[src/rtl/wb_cmd_master.sv]
// wb_cmd_master: single-transaction Wishbone pipelined master driven by a command strobe.
// Define WBM_TIMEOUT_EN to build the request-to-ack timeout counter and o_rsp_timeout.
module wb_cmd_master #(
  parameter int AW = 30,
  parameter int DW = 32,
  parameter int TIMEOUT_CYCLES = 255
) (
  input  logic            i_clk,
  input  logic            i_reset,
  input  logic            i_cmd_stb,
  input  logic            i_cmd_we,
  input  logic [AW-1:0]   i_cmd_addr,
  input  logic [DW-1:0]   i_cmd_data,
  input  logic [DW/8-1:0] i_cmd_sel,
  input  logic            i_abort,
  output logic            o_cmd_busy,
  output logic            o_wb_cyc,
  output logic            o_wb_stb,
  output logic            o_wb_we,
  output logic [AW-1:0]   o_wb_addr,
  output logic [DW-1:0]   o_wb_data,
  output logic [DW/8-1:0] o_wb_sel,
  input  logic            i_wb_stall,
  input  logic            i_wb_ack,
  input  logic            i_wb_err,
  input  logic [DW-1:0]   i_wb_data,
  output logic            o_rsp_stb,
  output logic            o_rsp_err,
  output logic            o_rsp_timeout,
  output logic [DW-1:0]   o_rsp_data
);
  typedef enum logic [1:0] {IDLE, REQ, WAIT} state_t;
  state_t state;
  logic tmo, bus_done, ack_ok, done;
  if (TIMEOUT_CYCLES < 2 || TIMEOUT_CYCLES > 65535) begin : g_bad_timeout
    $error("TIMEOUT_CYCLES out of range 2..65535");
  end
  // ack/err only count once the request has been accepted (stall low in REQ)
  assign bus_done = (state == WAIT || (state == REQ && !i_wb_stall)) && (i_wb_ack || i_wb_err);
  assign ack_ok = bus_done && !i_wb_err && !i_abort;
  assign done = i_abort || bus_done || tmo;
`ifdef WBM_TIMEOUT_EN
  logic [15:0] cnt;
  assign tmo = cnt == 16'(TIMEOUT_CYCLES - 1);
  always_ff @(posedge i_clk or posedge i_reset)
    if (i_reset) cnt <= '0;
    else if (state == IDLE) cnt <= '0;
    else if (cnt != '1) cnt <= cnt + 16'd1;
`else
  assign tmo = 1'b0;
`endif
  always_ff @(posedge i_clk or posedge i_reset) begin
    if (i_reset) begin
      state <= IDLE;
      o_cmd_busy <= 1'b0;
      o_wb_cyc <= 1'b0;
      o_wb_stb <= 1'b0;
      o_wb_we <= 1'b0;
      o_wb_addr <= '0;
      o_wb_data <= '0;
      o_wb_sel <= '0;
      o_rsp_stb <= 1'b0;
      o_rsp_err <= 1'b0;
      o_rsp_timeout <= 1'b0;
      o_rsp_data <= '0;
    end else begin
      o_rsp_stb <= 1'b0;
      o_rsp_err <= 1'b0;
      o_rsp_timeout <= 1'b0;
      if (state == IDLE) begin
        if (i_cmd_stb) begin
          o_wb_we <= i_cmd_we;
          o_wb_addr <= i_cmd_addr;
          o_wb_data <= i_cmd_data;
          o_wb_sel <= i_cmd_sel;
          o_wb_cyc <= 1'b1;
          o_wb_stb <= 1'b1;
          o_cmd_busy <= 1'b1;
          state <= REQ;
        end
      end else if (done) begin
        o_wb_cyc <= 1'b0;
        o_wb_stb <= 1'b0;
        o_cmd_busy <= 1'b0;
        o_rsp_stb <= 1'b1;
        o_rsp_err <= !ack_ok;
        o_rsp_timeout <= !i_abort && !bus_done && tmo;
        if (ack_ok && !o_wb_we) o_rsp_data <= i_wb_data;
        state <= IDLE;
      end else if (state == REQ && !i_wb_stall) begin
        o_wb_stb <= 1'b0;
        state <= WAIT;
      end
    end
  end
endmodule

[config.mk]
export PLATFORM = sky130hd
export DESIGN_NAME = wb_cmd_master
export DESIGN_NICKNAME = d
export VERILOG_FILES = /design/src/rtl/wb_cmd_master.sv
export SDC_FILE = /design/constraint.sdc
export NUM_CORES = 1
export LEC_CHECK = 0
export CAP_MARGIN = 20
export CORE_ASPECT_RATIO = 1.1
export CORE_MARGIN = 4
export CORE_UTILIZATION = 35
export CTS_CLUSTER_DIAMETER = 200
export CTS_CLUSTER_SIZE = 25
export DETAILED_ROUTE_END_ITERATION = 6
export GPL_TIMING_DRIVEN = 0
export PLACE_DENSITY = 0.83
export SLEW_MARGIN = 15
export SYNTH_ARGS = -nofsm -noshare
export SYNTH_HDL_FRONTEND = slang
export SYNTH_SLANG_ARGS = --single-unit
[constraint.sdc]
create_clock -name i_clk -period 3 [get_ports i_clk]
set_input_delay 0.45 -clock i_clk [delete_from_list [all_inputs] [get_ports i_clk]]
set_output_delay 0.45 -clock i_clk [all_outputs]
set_load 0.005 [all_outputs]
==> out/metrics.yaml <==
power:
  swShare: 0.2674
  power_density_nw_per_um2: 989.1
  p_int_w: 0.004813
  pwr-share-clk: 0.182
  power.leakage_nw: 2.822
  comb_power_share: 0.439
  power_switching_w: 0.001757
  p_seq_frac: 0.380
  ir_worst_vdd_mv: 0.5338
sta:
  finalMaxSlewViolations: 0
  fin_crit_sh: 0.6084
  period_needed_ns: 1.825
  max_freq_mhz: 547.9
  hold_viol_final: 0
  setup_viol: 0
  fin_skew_ns: 0.006907
  tns_ns: 0
  rsz0062_at_grt: "no"
final_layout:
  most-common-layout-cells: "clkdlybuf4s50_1, dfrtp_1, mux2_2, clkbuf_16, mux2_4"
  fillers: 846
  fin_nets: 566
  final_common_cell: "clkdlybuf4s50_1"
  instances_no_fill: 612
  drive_gt1_frac: 0.2882
  syn_to_final_growth_pct: 66.37
  antenna_cells: 0
die:
  core-area_um2: 11060
  die-area_um2: 13180
  pin_count: 211
  rows: 40
  floorplan.die.height_um: 120.0
  dieWidth_um: 109.8
  initial_core_util: 0.3610
synth:
  syn-num-nets: 343
  async_flop_share: 1.000
  synthCells: 237
  yosys_warnings: 0
  ys_seq_area_frac: 0.6518
  ys.flop_type: "dfrtp_1"
  synth_area_per_cell_um2: 16.85
  synth_cell_types: 22
  synth-seq-cells: 104
  synth_area_um2: 3993
  synth_edf_count: 0
drt:
  drt-initial-drc-count: 42
  via_count: 2776
  drc: 0
  drt_wl_total_um: 10280
  via_per_inst: 4.536
  ant_nets: 0
  dr.pass1.iters: 2
  wl_per_cell_um: 16.80
cts:
  cts_setup_buffers: 0
  path_clk_slew_ns: 0.07
  cts-root-buf: "clkbuf_16"
  clock_sinks: 104
  postCtsHoldBufs: 0
  tritoncts: "built"
  cts.htree.levels: 3
  cts_resized: 0
  cts_buffers: 9
  clock_latency_ns: 0.34
  clockBufferDepth: 2
global_routing:
  grt_max_degree: 34
  grt_pass1_wl_um: 15970
  grt_use_total: 0.1569
  grt_overflow: 0
  grt_antenna_before_repair: 0
  grt_pass1_vias: 3124
worst_setup_path:
  rrSetupSlack_ns: 1.25
  slowest_stage: "clkdlybuf4s50_1"
  crit_end: "o_rsp_data[5]"
  r2r_start: "state[0]"
  critPathCaptureType: "register"
  worstRegToRegCells: 6
  crit_required_ns: 3.22
  crit_family: "buffers and inverters"
  r2r-end: "o_wb_data[3]"
  max_stage_delay_ns: 0.47
  crit_cells: 5
  startpoint: "i_wb_ack"
  arrival_ns: 2.04
  worstPathCellList: "clkdlybuf4s50_1 -> nor3b_1 -> o211ai_2 -> buf_6 -> mux2_1"
  cp_num_buf_inv: 2
  critical_path_class: "in -> reg"
  crit_path_max_fanout: 10
  cp-start-kind: "primary input"
flow_run:
  max-cap-violations: 0
outcome:
  status: "finished clean"
place:
  routabilityCongestion: 0.7035
  dp_hpwl_um: 8370
  portBuffers: 209
  dp_cells: 596
worst_hold_path:
  hold_path_class: "in -> async"
[power by group through the flow]
stage,sequential (W),clock [W],combinational [W]
detailed placement,0.00253,0,0.00293
global route,0.00259,0.00129,0.00309
global placement,0.00247,0,0.00286
floorplan,0.00255,0,0.00103
CTS,0.00251,0.00123,0.00295
finish,0.00249,0.00119,0.00288
[synthesized netlist by cell type, types with 2 or more instances]
library cell  count  area (µm²)
nor2b_1           2       12.51
buf_6             6       67.56
buf_4             2       15.01
mux2_1            4       45.04
or2_2             2       12.51
dfrtp_1         104        2603
nor2_1            3       11.26
mux2_4            8       120.1
buf_2             5       25.02
mux2_2           87       979.7
inv_1             2       7.510
o22a_1            2       17.52
[registers in the layout, summed over array words and instances, names as in the netlist]
register,count
o_rsp_data,32
o_wb_data,32
o_wb_addr,30
o_wb_sel,4
state,2
o_rsp_err,1
o_rsp_stb,1
o_wb_cyc,1
o_wb_we,1
[metrics by stage]
stage | total power, W | hold WS, ns | utilization | instance area [µm²] | setup WS, ns
after global placement | 0.005329 | 0.4757 | 0.5671 | 6272 | 0.2858
final | 0.006570 | 0.4789 | 0.6006 | 6643 | 1.175
after CTS | 0.006679 | 0.4814 | 0.6006 | 6643 | 1.165
after detailed placement | 0.005463 | 0.4894 | 0.5732 | 6340 | 0.7975
after floorplan | 0.003573 | 0.4889 | - | 3996 | 1.304
after global routing | 0.006974 | 0.5172 | 0.6006 | 6643 | 1.135
[layer usage]
layer  up-vias  part of all wire  global-route usage
met4         0             0.028             0.07405
li1       1275                 -                   -
met5         -                 0                   0
met2       110              0.56              0.2906
met3        22             0.082             0.04303
met1      1369              0.33              0.1579
[worst min path at each step]
stage	start	to	slack, ns
2_1_floorplan	o_rsp_data[12]	o_rsp_data[12]	0.49
3_3_place_gp	o_rsp_data[4]	o_rsp_data[4]	0.48
3_5_place_dp	o_rsp_data[12]	o_rsp_data[12]	0.49
4_1_cts	i_reset	o_rsp_data[2]	0.48
5_1_grt	i_reset	o_wb_data[13]	0.52
6_report	i_reset	o_rsp_data[2]	0.48
[cells by family after synthesis]
family | after synthesis | synth area share
flops | 104 | 0.6518
mux | 99 | 0.2867
buf+inv | 15 | 0.02883
simple gates | 11 | 0.01786
compound gates | 7 | 0.01379
other cells | 1 | 0.0009392
[cell type report]
type                            instances  area [µm²]  share of cell area
Clock buffer                            9       225.2             0.03390
Tap cell                              147       183.9             0.02769
Clock inverter                          7       77.57             0.01168
Timing Repair Buffer                  212        2160              0.3251
Sequential cell                       104        2603              0.3918
Buffer                                 13       107.6             0.01620
Inverter                                2       11.26            0.001695
Multi-Input combinational cell        118        1275              0.1919
No activity file was read; power rests on OpenSTA's default activity.
